<file path="src/rtl/posit_pio_sequencer_if.sv">
// Core-side operand/result handshake between the PIO sequencer (master) and the posit core (slave).
// Purely a wiring bundle: no state, no added latency.
// Backpressure: valid/ready on both the operand and the result channels.
interface posit_pio_sequencer_if #(
    parameter int WIDTH = 32
);
    logic [WIDTH-1:0] core_num1;
    logic [WIDTH-1:0] core_num2;
    logic [2:0]       core_op;
    logic             core_in_valid;
    logic             core_in_ready;
    logic             core_out_valid;
    logic [WIDTH-1:0] core_out;
    logic             core_out_ready;

    modport master (
        output core_num1, core_num2, core_op, core_in_valid, core_out_ready,
        input  core_in_ready, core_out_valid, core_out
    );

    modport slave (
        input  core_num1, core_num2, core_op, core_in_valid, core_out_ready,
        output core_in_ready, core_out_valid, core_out
    );
endinterface

</file>
<file path="src/rtl/posit_pio_sequencer.sv">
// Turns level PIO writes into one toggle-acknowledged posit operation on the core; POSIT_SEQ_TIMEOUT_EN adds a WAIT watchdog.
// Latency: request-to-ack 4 cycles minimum; illegal opcode acks 2 cycles after the request.
// Backpressure: operands held stable until core_in_ready; results accepted in WAIT, late ones dropped in IDLE.
module posit_pio_sequencer #(
    parameter int WIDTH          = 32,
    parameter int TIMEOUT_CYCLES = 1024
) (
    input  logic             clk_clk,
    input  logic             reset_reset_n,
    input  logic [WIDTH-1:0] num1_export,
    input  logic [WIDTH-1:0] num2_export,
    input  logic [3:0]       cmd_export,
    output logic [WIDTH-1:0] result_export,
    output logic [7:0]       status_export,
    posit_pio_sequencer_if.master core
);
    typedef enum logic [2:0] {S_PRIME, S_IDLE, S_ISSUE, S_WAIT, S_DONE} state_t;

    localparam logic [WIDTH-1:0] NAR = {1'b1, {(WIDTH-1){1'b0}}};

    if (TIMEOUT_CYCLES < 1) begin : g_bad_timeout
        $error("TIMEOUT_CYCLES must be at least 1");
    end

    state_t           state, state_nxt;
    logic             ack, req_tgl, ill_pend, st_illegal, st_stale, st_timeout_bit;
    logic [2:0]       last_op;
    logic [WIDTH-1:0] cap_res;
    logic             req, op_legal, wd_expire, busy;

    assign req      = (state == S_IDLE) && (cmd_export[0] != ack);
    assign op_legal = (cmd_export[3:1] <= 3'd4);

`ifdef POSIT_SEQ_TIMEOUT_EN
    localparam int               WD_W    = $clog2(TIMEOUT_CYCLES + 1);
    localparam logic [WD_W-1:0]  WD_LAST = WD_W'(TIMEOUT_CYCLES - 1);

    logic [WD_W-1:0] wd_cnt;
    logic            to_pend, st_timeout;

    // Fires on the last permitted WAIT cycle, so WAIT lasts exactly TIMEOUT_CYCLES.
    assign wd_expire      = (state == S_WAIT) && (wd_cnt == WD_LAST);
    assign st_timeout_bit = st_timeout;

    always_ff @(posedge clk_clk or negedge reset_reset_n) begin
        if (!reset_reset_n) begin
            wd_cnt     <= '0;
            to_pend    <= 1'b0;
            st_timeout <= 1'b0;
        end else begin
            if (state == S_ISSUE)
                wd_cnt <= '0;
            else if (state == S_WAIT)
                wd_cnt <= wd_cnt + 1'b1;

            if (req)
                to_pend <= 1'b0;
            else if (wd_expire && !core.core_out_valid)
                to_pend <= 1'b1;

            if (req)
                st_timeout <= 1'b0;
            else if (state == S_DONE)
                st_timeout <= to_pend;
        end
    end
`else
    assign wd_expire      = 1'b0;
    assign st_timeout_bit = 1'b0;
`endif

    always_ff @(posedge clk_clk or negedge reset_reset_n) begin
        if (!reset_reset_n)
            state <= S_PRIME;
        else
            state <= state_nxt;
    end

    always_comb begin
        state_nxt = state;
        case (state)
            S_PRIME: state_nxt = S_IDLE;
            S_IDLE:  if (req) state_nxt = op_legal ? S_ISSUE : S_DONE;
            S_ISSUE: if (core.core_in_ready) state_nxt = S_WAIT;
            S_WAIT:  if (core.core_out_valid || wd_expire) state_nxt = S_DONE;
            S_DONE:  state_nxt = S_IDLE;
            default: state_nxt = S_PRIME;
        endcase
    end

    always_comb begin
        core.core_in_valid  = 1'b0;
        core.core_out_ready = 1'b0;
        busy                = 1'b0;
        case (state)
            S_IDLE:  core.core_out_ready = 1'b1;
            S_ISSUE: begin core.core_in_valid = 1'b1; busy = 1'b1; end
            S_WAIT:  begin core.core_out_ready = 1'b1; busy = 1'b1; end
            S_DONE:  busy = 1'b1;
            default: ;
        endcase
    end

    always_ff @(posedge clk_clk or negedge reset_reset_n) begin
        if (!reset_reset_n) begin
            ack            <= 1'b0;
            req_tgl        <= 1'b0;
            ill_pend       <= 1'b0;
            st_illegal     <= 1'b0;
            st_stale       <= 1'b0;
            last_op        <= 3'd0;
            cap_res        <= '0;
            result_export  <= '0;
            core.core_num1 <= '0;
            core.core_num2 <= '0;
            core.core_op   <= 3'd0;
        end else begin
            case (state)
                // Absorb whatever toggle survived reset so it is never executed.
                S_PRIME: ack <= cmd_export[0];
                S_IDLE: if (req) begin
                    core.core_num1 <= num1_export;
                    core.core_num2 <= num2_export;
                    core.core_op   <= cmd_export[3:1];
                    req_tgl        <= cmd_export[0];
                    ill_pend       <= !op_legal;
                    st_illegal     <= 1'b0;
                    cap_res        <= NAR;
                end
                S_WAIT: if (core.core_out_valid) cap_res <= core.core_out;
                S_DONE: begin
                    result_export <= cap_res;
                    last_op       <= core.core_op;
                    ack           <= req_tgl;
                    st_illegal    <= ill_pend;
                end
                default: ;
            endcase

            // A result arriving in IDLE has no owner; flag it rather than lose it silently.
            if (state == S_IDLE && core.core_out_valid)
                st_stale <= 1'b1;
            else if (req)
                st_stale <= 1'b0;
        end
    end

    assign status_export = {last_op, st_stale, st_timeout_bit, st_illegal, busy, ack};
endmodule
</file>
<file path="src/flat_wrapper.sv">
// flat-port wrapper written by rule: the top's interface ports become plain ports
module posit_pio_sequencer_flat 
#(
    parameter int WIDTH          = 32,
    parameter int TIMEOUT_CYCLES = 1024
)
  (clk_clk, reset_reset_n, num1_export, num2_export, cmd_export, result_export, status_export, core_core_num1, core_core_num2, core_core_op, core_core_in_valid, core_core_out_ready, core_core_in_ready, core_core_out_valid, core_core_out);
  posit_pio_sequencer_if #(.WIDTH(WIDTH)) core_i ();
  input  logic clk_clk;
  input  logic reset_reset_n;
  input  logic [WIDTH-1:0] num1_export;
  input  logic [WIDTH-1:0] num2_export;
  input  logic [3:0] cmd_export;
  output logic [WIDTH-1:0] result_export;
  output logic [7:0] status_export;
  output wire logic [$bits(core_i.core_num1)-1:0] core_core_num1;
  output wire logic [$bits(core_i.core_num2)-1:0] core_core_num2;
  output wire logic [$bits(core_i.core_op)-1:0] core_core_op;
  output wire logic [$bits(core_i.core_in_valid)-1:0] core_core_in_valid;
  output wire logic [$bits(core_i.core_out_ready)-1:0] core_core_out_ready;
  input wire logic [$bits(core_i.core_in_ready)-1:0] core_core_in_ready;
  input wire logic [$bits(core_i.core_out_valid)-1:0] core_core_out_valid;
  input wire logic [$bits(core_i.core_out)-1:0] core_core_out;
  assign core_core_num1 = core_i.core_num1;
  assign core_core_num2 = core_i.core_num2;
  assign core_core_op = core_i.core_op;
  assign core_core_in_valid = core_i.core_in_valid;
  assign core_core_out_ready = core_i.core_out_ready;
  assign core_i.core_in_ready = core_core_in_ready;
  assign core_i.core_out_valid = core_core_out_valid;
  assign core_i.core_out = core_core_out;
  posit_pio_sequencer #(.WIDTH(WIDTH), .TIMEOUT_CYCLES(TIMEOUT_CYCLES)) u_core (.clk_clk(clk_clk), .reset_reset_n(reset_reset_n), .num1_export(num1_export), .num2_export(num2_export), .cmd_export(cmd_export), .result_export(result_export), .status_export(status_export), .core(core_i));
endmodule
</file>
<file path="config.mk">
export PLATFORM = sky130hd
export DESIGN_NAME = posit_pio_sequencer_flat
export DESIGN_NICKNAME = d
export VERILOG_FILES = /design/src/rtl/posit_pio_sequencer_if.sv /design/src/rtl/posit_pio_sequencer.sv /design/src/flat_wrapper.sv
export SDC_FILE = /design/constraint.sdc
export NUM_CORES = 1
export LEC_CHECK = 0
export ABC_CLOCK_PERIOD_IN_PS = 2200
export CORE_MARGIN = 5
export CORE_UTILIZATION = 44
export DETAILED_ROUTE_END_ITERATION = 8
export PLACE_DENSITY = 0.82
export SYNTH_ARGS = -nofsm -noshare
export SYNTH_HDL_FRONTEND = slang
export SYNTH_SLANG_ARGS = --single-unit
</file>
<file path="constraint.sdc">
create_clock -name clk_clk -period 2.2 [get_ports clk_clk]
set_input_delay 0.66 -clock clk_clk [delete_from_list [all_inputs] [get_ports clk_clk]]
set_output_delay 0.66 -clock clk_clk [all_outputs]
set_load 0.03 [all_outputs]
</file>
==> impl_metrics.json <==
{
  "num_rows": 40,
  "synthMuxAreaShare_pct": 22.1,
  "yosysSeqAreaShare_pct": 64.9,
  "antenna_left": 0,
  "wl_per_cell_um": 18.4,
  "rrSetupSlack_ns": 0.41,
  "critical_path_class": "reg -> out",
  "drt_iter0_drc": 208,
  "detailedRoute.firstPassIterationCount": 4,
  "die_area_um2": 14800,
  "synthAdderAreaFrac_pct": 0,
  "clock_latency_ns": 0.41,
  "grt_max_degree": 52,
  "syn_nets": 442,
  "ys_warn_count": 0,
  "viasPerCell": 4.92,
  "grt_use_total_pct": 19.3,
  "endpoint_kind": "primary output",
  "ys_seq_elements": 142,
  "crit_arrival_ns": 1.48,
  "fin_tns_setup_ns": 0,
  "finalNonFillerCells": 741,
  "slowest_delay_ns": 0.69,
  "antennaDiodeCount": 0,
  "hold_viol_final": 0,
  "final_common_cell": "clkdlybuf4s50_1",
  "crit_cells": 1,
  "internal_power_uw": 8680,
  "r2r_start": "u_core.state[0]$_DFFE_PN0P_",
  "syn_area_per_cell_um2": 16.2,
  "critPathLaunch": "u_core.core.core_op[2]$_DFFE_PN0P_",
  "path_clk_slew_ns": 0.05,
  "postCtsSetupRepairBufs": 0,
  "power_frac_comb_pct": 47.4,
  "slowest_stage": "clkdlybuf4s50_1",
  "fin_util_pct": 69.4,
  "yosysUniqueCellTypes": 28,
  "areaGrowthSynthToFinish_pct": 53.5,
  "synth_area_leaders": "dfrtp_1 (65%), mux2_2 (19%), a22o_1 (5.3%), mux2_4 (3.0%), buf_6 (1.6%)",
  "netlist.area_leader.share_pct": 64.9,
  "die_w_um": 122,
  "layout_common_cells": "clkdlybuf4s50_1 (206), dfrtp_1 (141), mux2_2 (92)",
  "dp_hpwl_um": 10000,
  "cp_top_family": "buffers and inverters",
  "switching_share_pct": 36.1,
  "gp_congestion": 0.794,
  "clkSinkCount": 142,
  "cp-start-kind": "flip-flop",
  "r2r-end": "u_core.result_export[10]$_DFFE_PN0P_",
  "finalCritPeriodShare_pct": 97.3,
  "io_pins": 213,
  "ir_drop_mv": 0.945,
  "syn_inst": 338,
  "portBuffers": 211,
  "required_ns": 1.54,
  "grt_overflow": 0,
  "fin_crit_ns": 2.14,
  "seqPwrFrac_pct": 32.7,
  "power_uw": 13600,
  "core_um2": 12100,
  "drive_gt1_share_pct": 27.7,
  "finalSetupViolations": 0,
  "drc": 0,
  "vias": 3647,
  "critPathBufInv": 1,
  "p_leak_uw": 0.00374,
  "critPathMaxFanout": 3,
  "synth_top_family_by_area": "multiplexers",
  "synth_edf_count": 0,
  "powerDensity_nw_per_um2": 1620,
  "crit_end": "core_core_op[2]",
  "antenna_found_initial": 0,
  "synth_compound_area_share_pct": 6.70,
  "fmax_ghz": 0.467,
  "h-tree-depth": 4,
  "cts_tree": "done",
  "cap_viol_max_count": 0,
  "async_flop_share_pct": 100,
  "cts_buffers": 17,
  "wirelength_um": 13600,
  "worstPathCellList": "clkdlybuf4s50_1",
  "initial_core_util_pct": 45.2,
  "cts_buffer_depth": 2,
  "synthSimpleGateAreaFrac_pct": 2.01,
  "clk_root_buffer_cell": "clkbuf_16",
  "grt_pass1_wl_um": 22000,
  "yosys.area_share.xor_xnor_pct": 0.297,
  "hp-class": "in -> async",
  "drv_slew": 0,
  "switchingPower_uw": 4910,
  "hold_buffers": 0,
  "r2r_cells": 4,
  "post_cts_resized": 2,
  "p_clk_share_pct": 19.8,
  "first_global_vias": 4138,
  "fin_nets": 665,
  "yosys.area.top_type": "dfrtp_1",
  "die_h_um": 122,
  "synth_area_um2": 5470,
  "placed_cells": 710,
  "finClkSkew_ns": 0.00512,
  "rsz0062_at_grt": "false",
  "ys.flop_type": "dfrtp_1",
  "status": "finished, final reports clean"
}
[power by group through the flow]
stage	Combinational (µW)	Sequential, µW	Clock (µW)
after floorplan	2490	5870	0
after global placement	6360	4400	0
after detailed placement	6510	4470	0
after CTS	6540	4460	2750
after global routing	6810	4600	2890
final	6440	4450	2690
[final cells by class]
type                            count  area, µm²
Clock buffer                       25        505
Clock inverter                      6       57.6
Fill cell                         865       3710
Inverter                            3       11.3
Multi-Input combinational cell    167       1720
Sequential cell                   142       3550
Tap cell                          168        210
Timing Repair Buffer              230       2350
[Yosys cell counts (all sizes together), types with 2 or more instances]
cell type and number:
nor2b 3, mux2 103, a21oi 4, nand2 3, inv 3, a22o 33, a21o 2, dfrtp 142
nor2 3, o21ai 2, nand2b 3, buf 25, nor3b 2
[metrics by stage]
step / hold WS [ns] / instance area (µm²) / setup WS [ns]
3_5_place_dp: 0.480 / 7840 / -0.0215
6_report: 0.180 / 8400 / 0.0592
5_1_grt: 0.200 / 8400 / 0.000108
3_3_place_gp: 0.476 / 7840 / 0.00740
4_1_cts: 0.184 / 8400 / 0.0139
2_1_floorplan: 0.364 / 5470 / 0.448
[sequential cells by signal (all words and copies together), names as in the netlist]
name and cells:
u_core.cap_res 32, u_core.core.core_num1 32, u_core.core.core_num2 32, u_core.result_export 32, u_core.core.core_op 3, u_core.last_op 3, u_core.state 3, u_core.ack 1
u_core.ill_pend 1, u_core.req_tgl 1, u_core.st_illegal 1, u_core.st_stale 1
[worst min path at each step]
stage | slack [ns] | end | start | depth (start not counted)
after CTS | 0.18 | u_core.cap_res[14]$_DFFE_PN0P_ | reset_reset_n | 1
final | 0.18 | u_core.result_export[5]$_DFFE_PN0P_ | reset_reset_n | 1
after global routing | 0.20 | u_core.result_export[3]$_DFFE_PN0P_ | reset_reset_n | 1
after floorplan | 0.36 | u_core.ack$_DFFE_PN0P_ | reset_reset_n | 0
after detailed placement | 0.48 | u_core.cap_res[26]$_DFFE_PN0P_ | u_core.cap_res[26]$_DFFE_PN0P_ | 1
after global placement | 0.48 | u_core.cap_res[6]$_DFFE_PN0P_ | u_core.cap_res[6]$_DFFE_PN0P_ | 1
[metal layers]
layer / vias to the layer above / routed length, µm / global-route usage [%]
li1: 1648 / - / -
met1: 1822 / 5170 / 22.2
met2: 148 / 6810 / 31.4
met3: 29 / 1230 / 8.31
met4: 0 / 399 / 8.54
met5: - / 0 / 0
[cell families (layout without fill, tap and decap cells)]
family	Yosys count	in the layout
mux	104	104
compound gates	45	45
simple gates	16	16
other cells	1	1
flops	142	142
xor+xnor	1	1
buf+inv	29	264
No activity file was read; power rests on OpenSTA's default activity.
